[config.mk]
export PLATFORM = sky130hd
export DESIGN_NAME = tmds_fabric_serializer_flat
export DESIGN_NICKNAME = d
export VERILOG_FILES = /design/src/rtl/tmds_fabric_serializer_if.sv /design/src/rtl/tmds_fabric_serializer.sv /design/src/flat_wrapper.sv
export SDC_FILE = /design/constraint.sdc
export NUM_CORES = 1
export LEC_CHECK = 0
export CORE_UTILIZATION = 57
export DETAILED_ROUTE_END_ITERATION = 8
export PLACE_DENSITY = 0.88
export SYNTH_ARGS = -nofsm -noshare
export SYNTH_HDL_FRONTEND = slang
export SYNTH_SLANG_ARGS = --single-unit
[constraint.sdc]
create_clock -name serial_clk -period 3.35 [get_ports serial_clk]
set_input_delay 0.335 -clock serial_clk [delete_from_list [all_inputs] [get_ports serial_clk]]
set_output_delay 0.335 -clock serial_clk [all_outputs]
set_load 0.005 [all_outputs]
[src/rtl/tmds_fabric_serializer_if.sv]
// Word-level handshake into the TMDS serializer: one LANES x DATA_WIDTH word per
// in_valid/in_ready transfer. The encoder side drives through master.
interface tmds_fabric_serializer_if #(
  parameter int LANES      = 3,
  parameter int DATA_WIDTH = 10
);
  logic [LANES*DATA_WIDTH-1:0] in_data;
  logic                        in_valid;
  logic                        in_ready;

  modport master (output in_data, output in_valid, input in_ready);
  modport slave  (input in_data, input in_valid, output in_ready);
endinterface

[src/rtl/tmds_fabric_serializer.sv]
// Multi-lane fabric serializer for the TMDS path: word FIFO, start/drain FSM,
// LSB-first beat emission, idle-word insertion and underflow telemetry.
module tmds_fabric_serializer #(
  parameter int                    DATA_WIDTH   = 10,
  parameter int                    LANES        = 3,
  parameter int                    BITS_PER_CLK = 2,
  parameter int                    FIFO_DEPTH   = 4,
  parameter logic [DATA_WIDTH-1:0] IDLE_WORD    = DATA_WIDTH'(10'b1101010100)
) (
  input  logic                            serial_clk,
  input  logic                            rst_n,
  input  logic                            i_enable,
  tmds_fabric_serializer_if.slave         s_in,
  output logic [LANES*BITS_PER_CLK-1:0]   o_ser_out,
  output logic                            o_word_start,
  output logic                            o_underflow,
  output logic [15:0]                     o_underflow_cnt
);

  localparam int BEATS = DATA_WIDTH / BITS_PER_CLK;
  localparam int BW    = (BEATS > 1) ? $clog2(BEATS) : 1;
  localparam int AW    = (FIFO_DEPTH > 1) ? $clog2(FIFO_DEPTH) : 1;
  localparam int WW    = LANES * DATA_WIDTH;
  localparam int SW    = LANES * BITS_PER_CLK;
  localparam logic [BW-1:0] LAST_BEAT = BW'(BEATS - 1);

  typedef enum logic [1:0] {
    ST_IDLE  = 2'd0,
    ST_RUN   = 2'd1,
    ST_DRAIN = 2'd2
  } state_t;

  function automatic logic [15:0] sat_inc16(input logic [15:0] v);
    return (v == 16'hFFFF) ? v : v + 16'd1;
  endfunction

  state_t          r_state;
  logic [BW-1:0]   r_beat_cnt;
  logic            r_primed;
  logic            r_rdy_en;
  logic [WW-1:0]   r_shift;

  logic [WW-1:0]   r_mem [FIFO_DEPTH];
  logic [AW-1:0]   r_wr_ptr;
  logic [AW-1:0]   r_rd_ptr;
  logic [AW:0]     r_count;

  logic            w_full;
  logic            w_empty;
  logic            w_push;
  logic            w_pop;
  logic            w_decision;
  logic            w_finish;
  logic [WW-1:0]   w_load_word;
  logic [WW-1:0]   w_shift_load;
  logic [WW-1:0]   w_shift_adv;
  logic [SW-1:0]   w_first_beat;
  logic [SW-1:0]   w_next_beat;

  // in_ready depends only on registered state; r_rdy_en holds it low through reset.
  assign w_full        = (r_count == (AW+1)'(FIFO_DEPTH));
  assign w_empty       = (r_count == '0);
  assign s_in.in_ready = r_rdy_en & ~w_full;
  assign w_push        = s_in.in_valid & s_in.in_ready;

  assign w_decision = i_enable &
                      ((r_state == ST_IDLE) ||
                       ((r_state == ST_RUN) && (r_beat_cnt == LAST_BEAT)));
  assign w_pop      = w_decision & ~w_empty;
  assign w_finish   = (r_beat_cnt == LAST_BEAT) &&
                      ((r_state == ST_DRAIN) || ((r_state == ST_RUN) && !i_enable));

  assign w_load_word = w_empty ? {LANES{IDLE_WORD}} : r_mem[r_rd_ptr];

  always_comb begin
    w_first_beat = '0;
    w_next_beat  = '0;
    w_shift_load = '0;
    w_shift_adv  = '0;
    for (int l = 0; l < LANES; l++) begin
      w_first_beat[l*BITS_PER_CLK +: BITS_PER_CLK] = w_load_word[l*DATA_WIDTH +: BITS_PER_CLK];
      w_next_beat[l*BITS_PER_CLK +: BITS_PER_CLK]  = r_shift[l*DATA_WIDTH +: BITS_PER_CLK];
      w_shift_load[l*DATA_WIDTH +: DATA_WIDTH] = w_load_word[l*DATA_WIDTH +: DATA_WIDTH] >> BITS_PER_CLK;
      w_shift_adv[l*DATA_WIDTH +: DATA_WIDTH]  = r_shift[l*DATA_WIDTH +: DATA_WIDTH] >> BITS_PER_CLK;
    end
  end

  // FIFO storage and the beat shifter carry no reset; pointers and count gate their use.
  always_ff @(posedge serial_clk) begin
    if (w_push) begin
      r_mem[r_wr_ptr] <= s_in.in_data;
    end
    r_shift <= w_decision ? w_shift_load : w_shift_adv;
  end

  always_ff @(posedge serial_clk or negedge rst_n) begin
    if (!rst_n) begin
      r_wr_ptr <= '0;
      r_rd_ptr <= '0;
      r_count  <= '0;
      r_rdy_en <= 1'b0;
    end else begin
      r_rdy_en <= 1'b1;
      if (w_push) begin
        r_wr_ptr <= r_wr_ptr + AW'(1);
      end
      if (w_pop) begin
        r_rd_ptr <= r_rd_ptr + AW'(1);
      end
      case ({w_push, w_pop})
        2'b10:   r_count <= r_count + (AW+1)'(1);
        2'b01:   r_count <= r_count - (AW+1)'(1);
        default: r_count <= r_count;
      endcase
    end
  end

  // Control FSM; ser_out is already registered, so beat 0 shows the cycle after its load decision.
  always_ff @(posedge serial_clk or negedge rst_n) begin
    if (!rst_n) begin
      r_state         <= ST_IDLE;
      r_beat_cnt      <= '0;
      r_primed        <= 1'b0;
      o_ser_out       <= '0;
      o_word_start    <= 1'b0;
      o_underflow     <= 1'b0;
      o_underflow_cnt <= '0;
    end else begin
      o_word_start <= 1'b0;
      o_underflow  <= 1'b0;

      case (r_state)
        ST_IDLE:  if (i_enable) r_state <= ST_RUN;
        ST_RUN:   if (!i_enable) r_state <= (r_beat_cnt == LAST_BEAT) ? ST_IDLE : ST_DRAIN;
        ST_DRAIN: if (r_beat_cnt == LAST_BEAT) r_state <= ST_IDLE;
        default:  r_state <= ST_IDLE;
      endcase

      if (w_decision) begin
        o_ser_out    <= w_first_beat;
        r_beat_cnt   <= '0;
        o_word_start <= 1'b1;
        if (w_empty) begin
          // Idle fill before the first real word is expected, so it is not counted.
          if (r_primed) begin
            o_underflow     <= 1'b1;
            o_underflow_cnt <= sat_inc16(o_underflow_cnt);
          end
        end else begin
          r_primed <= 1'b1;
        end
      end else if (w_finish || (r_state == ST_IDLE)) begin
        o_ser_out  <= '0;
        r_beat_cnt <= '0;
        if (w_finish) begin
          r_primed <= 1'b0;
        end
      end else begin
        o_ser_out  <= w_next_beat;
        r_beat_cnt <= r_beat_cnt + BW'(1);
      end
    end
  end

endmodule

[src/flat_wrapper.sv]
// flat-port wrapper written by rule: the top's interface ports become plain ports
module tmds_fabric_serializer_flat 
#(
  parameter int                    DATA_WIDTH   = 10,
  parameter int                    LANES        = 3,
  parameter int                    BITS_PER_CLK = 2,
  parameter int                    FIFO_DEPTH   = 4,
  parameter logic [DATA_WIDTH-1:0] IDLE_WORD    = DATA_WIDTH'(10'b1101010100)
)
  (serial_clk, rst_n, i_enable, o_ser_out, o_word_start, o_underflow, o_underflow_cnt, s_in_in_data, s_in_in_valid, s_in_in_ready);
  tmds_fabric_serializer_if #(.LANES(LANES), .DATA_WIDTH(DATA_WIDTH)) s_in_i ();
  input  logic serial_clk;
  input  logic rst_n;
  input  logic i_enable;
  output logic [LANES*BITS_PER_CLK-1:0] o_ser_out;
  output logic o_word_start;
  output logic o_underflow;
  output logic [15:0] o_underflow_cnt;
  input wire logic [$bits(s_in_i.in_data)-1:0] s_in_in_data;
  input wire logic [$bits(s_in_i.in_valid)-1:0] s_in_in_valid;
  output wire logic [$bits(s_in_i.in_ready)-1:0] s_in_in_ready;
  assign s_in_i.in_data = s_in_in_data;
  assign s_in_i.in_valid = s_in_in_valid;
  assign s_in_in_ready = s_in_i.in_ready;
  tmds_fabric_serializer #(.DATA_WIDTH(DATA_WIDTH), .LANES(LANES), .BITS_PER_CLK(BITS_PER_CLK), .FIFO_DEPTH(FIFO_DEPTH), .IDLE_WORD(IDLE_WORD)) u_core (.serial_clk(serial_clk), .rst_n(rst_n), .i_enable(i_enable), .s_in(s_in_i), .o_ser_out(o_ser_out), .o_word_start(o_word_start), .o_underflow(o_underflow), .o_underflow_cnt(o_underflow_cnt));
endmodule
Word level (Yosys, flattened, before mapping)
Memories as Yosys holds them, arrays and structs flattened.
Index checks and enable logic that the tools add are counted.
{"block": "word_totals", "register_bits": 68, "ram_bits": 120, "inputBits": 34, "elab_cells": 74, "n_memories": 1}
{"name": "u_core.r_mem", "words": 4, "word_bits": 30, "read_ports": 1, "rd_ports_with_merged_regs": 0, "write_ports": 1, "line": "tmds_fabric_serializer.sv:43", "rtl": "logic [WW-1:0] r_mem [FIFO_DEPTH];"}
{"block": "op_classes", "n_addsub": 6, "eq_ne": 11, "n_mux": 22, "bitwise": 7, "reduce_logical": 15}
{"operator": "two-way mux 30 bit", "n": 1}
{"operator": "two-way mux 28 bit", "n": 1}
{"operator": "adder 16 x 1 -> 16 bit (second input constant)", "n": 1}
{"operator": "equality test 16 bit (second input constant)", "n": 1}
{"operator": "two-way mux 6 bit", "n": 2}
{"operator": "two-way mux 1 bit", "n": 10}
{"operator": "two-way mux 2 bit", "n": 4}
{"operator": "adder 3 x 1 -> 3 bit (second input constant)", "n": 2}
{"operator": "equality test 3 bit (second input constant)", "n": 2}
{"operator": "two-way mux 3 bit", "n": 2}
{"operator": "!= test 2 bit (second input constant)", "n": 3}
{"operator": "case mux 2 bit (3 select lines)", "n": 1}
{"operator": "case mux 3 bit (2 select lines)", "n": 1}
{"operator": "AND reduction 3 bit", "n": 2}
{"operator": "nonzero test 2 bit", "n": 3}
{"operator": "adder 2 x 1 -> 2 bit (second input constant)", "n": 2}
{"operator": "bitwise AND 1 bit", "n": 4}
{"operator": "equality test 2 x 1 -> 1 bit (second input constant)", "n": 2}
{"operator": "equality test 2 bit (second input constant)", "n": 2}
{"operator": "AND reduction 4 bit", "n": 1}
{"operator": "logical AND 1 bit", "n": 3}
{"operator": "logical NOT 3 bit", "n": 1}
{"operator": "logical OR 1 bit", "n": 3}
{"operator": "NOT 1 bit", "n": 3}
{"operator": "other kinds (4)", "n": 4}

Logic depth before layout (Yosys ltp)
{"block": "depth", "ltp_word": 7, "depth_mapped": 14}

Worst setup path after synthesis
No wires, ideal clock.
{"block": "synth_timing", "path_kind": "reg-to-reg", "start": "reg u_core.r_beat_cnt[0]", "end": "reg u_core.r_count[2]", "setup_time_ns": 0.079, "t_arrival_ns": 2.296, "slack_ns": 0.975, "path_stages_with_launch": 15, "path_buffers": 1, "path_cell_list": "dfrtp_1 > inv_1 > ha_1 > a21bo_2 > nand2_1 > inv_1 > nand2_1 > inv_2 > buf_2 > ha_1 > inv_1 > fa_1 > xor2_1 > nor2_1 > xor2_1"}
{"block": "synth_via", "elab_chain_cells": 7, "word_cells_on_any_way": 9, "classes_between": "eq/ne: 3; mux: 1; bitwise: 2; reduce/logical: 3"}
{"item": "from (decl)", "line": "tmds_fabric_serializer.sv:38", "rtl": "logic [BW-1:0] r_beat_cnt;"}
{"item": "from (signal assigned)", "line": "tmds_fabric_serializer.sv:160", "rtl": "r_beat_cnt <= r_beat_cnt + BW'(1);"}
{"item": "equality test 3 bit (*)", "line": "tmds_fabric_serializer.sv:68", "rtl": "((r_state == ST_RUN) && (r_beat_cnt == LAST_BEAT)));"}
{"item": "logical AND 1 bit (*)", "line": "tmds_fabric_serializer.sv:68"}
{"item": "logical OR 1 bit (*)", "line": "tmds_fabric_serializer.sv:67", "rtl": "((r_state == ST_IDLE) ||"}
{"item": "bitwise AND 1 bit (*)", "line": "tmds_fabric_serializer.sv:66", "rtl": "assign w_decision = i_enable &"}
{"item": "bitwise AND 1 bit (*)", "line": "tmds_fabric_serializer.sv:69", "rtl": "assign w_pop = w_decision & ~w_empty;"}
{"item": "net u_core.w_pop", "line": "tmds_fabric_serializer.sv:51", "rtl": "logic w_pop;"}
{"item": "equality test 2 x 1 -> 1 bit / equality test 2 bit (equally long branches)", "line": "tmds_fabric_serializer.sv:110", "rtl": "case ({w_push, w_pop})"}
{"item": "case mux 3 bit (2 select lines) / nonzero test 2 bit (equally long branches)"}
{"item": "to (signal assigned)", "line": "tmds_fabric_serializer.sv:111", "rtl": "2'b10: r_count <= r_count + (AW+1)'(1);"}
{"item": "to (signal assigned)", "line": "tmds_fabric_serializer.sv:112", "rtl": "2'b01: r_count <= r_count - (AW+1)'(1);"}
{"item": "to (signal assigned)", "line": "tmds_fabric_serializer.sv:113", "rtl": "default: r_count <= r_count;"}
{"item": "to (decl)", "line": "tmds_fabric_serializer.sv:46", "rtl": "logic [AW:0] r_count;"}
The timed path passes the listed nets; every way through them passes the cells marked *.
A chain may end at the register's enable or synchronous reset.

Final worst setup path
{"block": "layout_timing", "start": "reg u_core.r_beat_cnt[0]", "end": "reg u_core.r_count[2]"}
{"block": "layout_via", "elab_chain_cells": 7, "word_cells_on_any_way": 9, "classes_between": "eq/ne: 3; mux: 1; bitwise: 2; reduce/logical: 3"}
{"item": "equality test 3 bit (*)", "line": "tmds_fabric_serializer.sv:68"}
{"item": "logical AND 1 bit (*)", "line": "tmds_fabric_serializer.sv:68"}
{"item": "logical OR 1 bit (*)", "line": "tmds_fabric_serializer.sv:67"}
{"item": "bitwise AND 1 bit (*)", "line": "tmds_fabric_serializer.sv:66"}
{"item": "bitwise AND 1 bit (*)", "line": "tmds_fabric_serializer.sv:69"}
{"item": "equality test 2 x 1 -> 1 bit / equality test 2 bit (equally long branches)", "line": "tmds_fabric_serializer.sv:110"}
{"item": "case mux 3 bit (2 select lines) / nonzero test 2 bit (equally long branches)"}
Mark *: on every way between the ends. The rest lies on a longest branch, timed or not.

==> summary.md <==
| Metric | Value |
|---|---|
| RR Startpoint | u_core.r_beat_cnt[0]$_DFF_PN0_ |
| CP max FO | 11 |
| WL met3 | 568 um |
| Place WS | between 700 and 800 ps |
| Max-cap violations | 0 |
| Seq/Total Area, Yosys | around 74% |
| Vias | approximately 3500 |
| HP Class | primary input to async pin |
| Core area | ~0.011 mm^2 |
| Final worst slack | a little over 900 ps |
| Cell mode on critical path | inv_1 |
| Synthesized flop and latch total | around 180 |
| Row cnt | 39 |
| Worst setup EP type | flip-flop |
| Peak supply drop | between 400 and 500 uV |
| Crit path time final | 2440 ps |
| Skew final | between 7 and 8 ps |
| Drt pass-1 iters | 5 |
| N_diodes | 0 |
| DR vias/cell | about 5.8 |
| Unrepaired setup endpoints after global routing | false |
| Pleak | about 0.0030 uW |
| Data required, critical path | 3700 ps |
| Synth Cell Area | approximately 0.0068 mm^2 |
| I/O Buffers | a little under 60 |
| Clock buffer depth | 2 |
| Final critical-path share of the clock period | 72.84% |
| Inserted Clock Buffers | 17 |
| Synth cell types | 40 |
| Clock-pin slew on the worst setup and hold paths | roughly 60 ps |
| Highest metal used | met4 |
| Synth Area per Inst | approximately 18 um^2 |
| Final Hold Fails | 0 |
| CTS tree | yes |
| Fmax | slightly above 400 MHz |
| Die Wd | 110.9 um |
| Met2 wire len | 6658 um |
| Critical path, cell by cell | inv_1, ha_1, a21bo_2, nand2_1, inv_1, nand2_1, buf_4, inv_2, ha_1, inv_1, fa_1, xor2_1, nor2_1, xor2_1 |
| Mapped Nets | a little over 400 |
| CP arrival | ~2800 ps |
| Iter 0 DRT Violations | between 200 and 300 |
| Initial core utilization | 58.96% |
| H-tree Lvls | 4 |
| Worst Max-Slew Pin Slew | approximately 860 ps |
| Yosys warns | 0 |
| Initial antenna violation count | 0 |
| Slew Limit Fails | 0 |
| Die area | about 0.012 mm^2 |
| Final ANT Viol Nets | 0 |
| CP max stage cell | dfrtp_1 |
| GPL Wtd Cong | around 0.76 |
| Ports | 59 |
| Outcome | complete, no violations |
| Wire per inst | 20.65 um |
| Critical Path Source | u_core.r_beat_cnt[0]$_DFF_PN0_ |
| Cells after Synth | approximately 370 |
| Largest net degree at the start of global routing | 39 |
| Overall Global Routing Usage | between 20 and 25% |
| Startpoint types | flip-flop |
| DRT met1 WL | about 4900 um |
| Vias in the first global route | ~3700 |
| Post-CTS sizing | 0 |
| Count of final setup violators | 0 |
| Clock Tree Root | clkbuf_16 |
| CTS Hold Bufs | 0 |
| Slew HR | between 40% and 50% |
| Crit Path Category | flip-flop to flip-flop |
| First-pass GRT wire length | 19880 um |
| # fillers | a little under 700 |
| Final wirelength | roughly 12000 um |
| Post-DP HPWL | ~7400 um |
| Die extent in y | between 100 and 150 um |
| # nets final | 488 |
| Power Dens Cells | approximately 800 mW/mm^2 |
| Total gr overflow | 0 |
| Critical Path Max Stage Delay | about 400 ps |
| Area grow syn2layout | 19.54% |
| Post-CTS setup buffer count | 0 |
| Residual DRC | 0 |
| CTS sink count | around 180 |
| Setup TNS | 0 ps |
| Share of cells above drive strength 1 | 16.81% |
| Worst-Skew Late Latency | about 430 ps |
placed cells by master, fill, tap and decap left out, drive strengths merged, types with 2 or more instances in the layout:
cell / instances
nor3: 2
o22a: 9
xor2: 7
dfrtp: 38
edfxtp: 120
nor2: 19
mux4: 30
o21ai: 4
clkinv: 6
clkbuf: 23
a22o: 15
buf: 12
and2: 2
xnor2: 15
nand4: 4
and4: 2
nand2: 13
and3: 8
ha: 8
a21oi: 5
inv: 14
or3: 2
dfxtp: 24
nand3: 5
clkdlybuf4s50: 57
where the power goes:
part / internal (uW) / switching [uW]
Clock: 1040 / 777
Sequential: 2810 / 244
Combinational: 798 / 716
Total: 4650 / 1740
path summary, 6_finish.rpt:
path / endpoint / slack (ps) / cells past startpoint
max: u_core.r_count[2]$_DFFE_PN0P_ / 910 / 14
max in group asynchronous: u_core.r_rd_ptr[0]$_DFFE_PN0P_ / 2740 / 1
min reg2reg: u_core.r_shift[1]$_DFF_P_ / 460 / 1
min: u_core.o_ser_out[3]$_DFF_PN0_ / 20 / 1
max reg2reg: u_core.r_count[2]$_DFFE_PN0P_ / 910 / 14
min in group serial_clk: u_core.r_shift[1]$_DFF_P_ / 460 / 1
cells by family after synthesis:
family | count (synthesis) | share of synthesized area [%]
AOI/OAI and AO/OA | 40 | 4.682
xor gates and xnor gates | 22 | 2.850
adders and majority gates | 9 | 1.777
buffers and inverters | 25 | 1.499
DFF | 182 | 74.46
muxes | 31 | 10.16
other | 1 | 0.05546
and+or+nand+nor | 59 | 4.515
state kept, by name (all words and copies together) (netlist names):
register	flops
u_core.r_shift	24
u_core.r_mem	120
u_core.o_underflow	1
u_core.o_underflow_cnt	16
u_core.r_rdy_en	1
u_core.r_rd_ptr	2
u_core.o_word_start	1
u_core.o_ser_out	6
u_core.r_beat_cnt	3
u_core.r_wr_ptr	2
u_core.r_primed	1
u_core.r_count	3
u_core.r_state	2
cell type report:
| cell class | instances | area (um^2) | share of cell area [%] |
|---|---|---|---|
| sequential | 182 | 5036 | 62.31 |
| multi-input combinational | 162 | 1625 | 20.11 |
| timing repair buffer | 69 | 658.1 | 8.142 |
| clock buffer | 23 | 457.9 | 5.666 |
| tap | 143 | 178.9 | 2.214 |
| clock inverter | 9 | 77.57 | 0.9598 |
| inverter | 13 | 48.80 | 0.6037 |
routing by layer:
| metal | up-vias | track usage (%) |
|---|---|---|
| li1 | 1572 | - |
| met1 | 1769 | 26.31 |
| met2 | 97 | 38.55 |
| met3 | 22 | 5.413 |
| met4 | 0 | 8.711 |
| met5 | - | 0 |
cell usage after synthesis:
master / number / area share (%)
edfxtp_1: 120 / 53
dfrtp_1: 38 / 14
mux4_2: 30 / 10
dfxtp_1: 24 / 7.1
nor2_1: 19 / 1.1
a22o_1: 15 / 1.9
xnor2_1: 15 / 1.9
nand2_1: 13 / 0.72
inv_1: 12 / 0.67
o22a_1: 9 / 1.2
ha_1: 8 / 1.5
xor2_1: 7 / 0.91
and3_1: 6 / 0.56
buf_2: 6 / 0.44
clkbuf_1: 6 / 0.33
a21oi_1: 5 / 0.37
nand3_1: 5 / 0.37
nand4_1: 4 / 0.37
o21ai_0: 4 / 0.30
and2_1: 2 / 0.19
and3_2: 2 / 0.22
a21bo_2: 1 / 0.15
a221oi_1: 1 / 0.13
a31oi_1: 1 / 0.093
and4_1: 1 / 0.13
and4_2: 1 / 0.15
conb_1: 1 / 0.055
fa_1: 1 / 0.30
inv_2: 1 / 0.055
mux2_1: 1 / 0.17
nand2b_1: 1 / 0.093
nor2b_1: 1 / 0.093
nor3_1: 1 / 0.074
nor3_4: 1 / 0.24
o2111a_2: 1 / 0.19
o211ai_1: 1 / 0.11
o21a_2: 1 / 0.13
o31ai_1: 1 / 0.11
or3_1: 1 / 0.093
or3_4: 1 / 0.17
critical path, delay by kind of cell, from the launching register on:
kind | cells | cell delay, ps
AOI/OAI and AO/OA | 1 | 180
and+or+nand+nor | 3 | 240
DFF | 1 | 400
buffers and inverters | 5 | 480
xor gates and xnor gates | 2 | 290
adders and majority gates | 3 | 740
stage by stage:
| step | total power, uW | utilization, % | cells | hold WS (ps) | instance area [um^2] |
|---|---|---|---|---|---|
| 6_report | 6385 | 70.49 | 601 | 23.62 | 8083 |
| 5_1_grt | 6658 | 70.49 | 601 | 91.81 | 8083 |
| 4_1_cts | 6452 | 70.49 | 601 | 33.33 | 8083 |
| 3_5_place_dp | 4600 | 65.82 | 569 | 433.3 | 7547 |
| 3_3_place_gp | 4508 | 65.82 | 569 | 436.9 | 7547 |
| 2_1_floorplan | 4065 | - | 369 | 39.41 | 6761 |
Power figures use the tool's default switching activity.
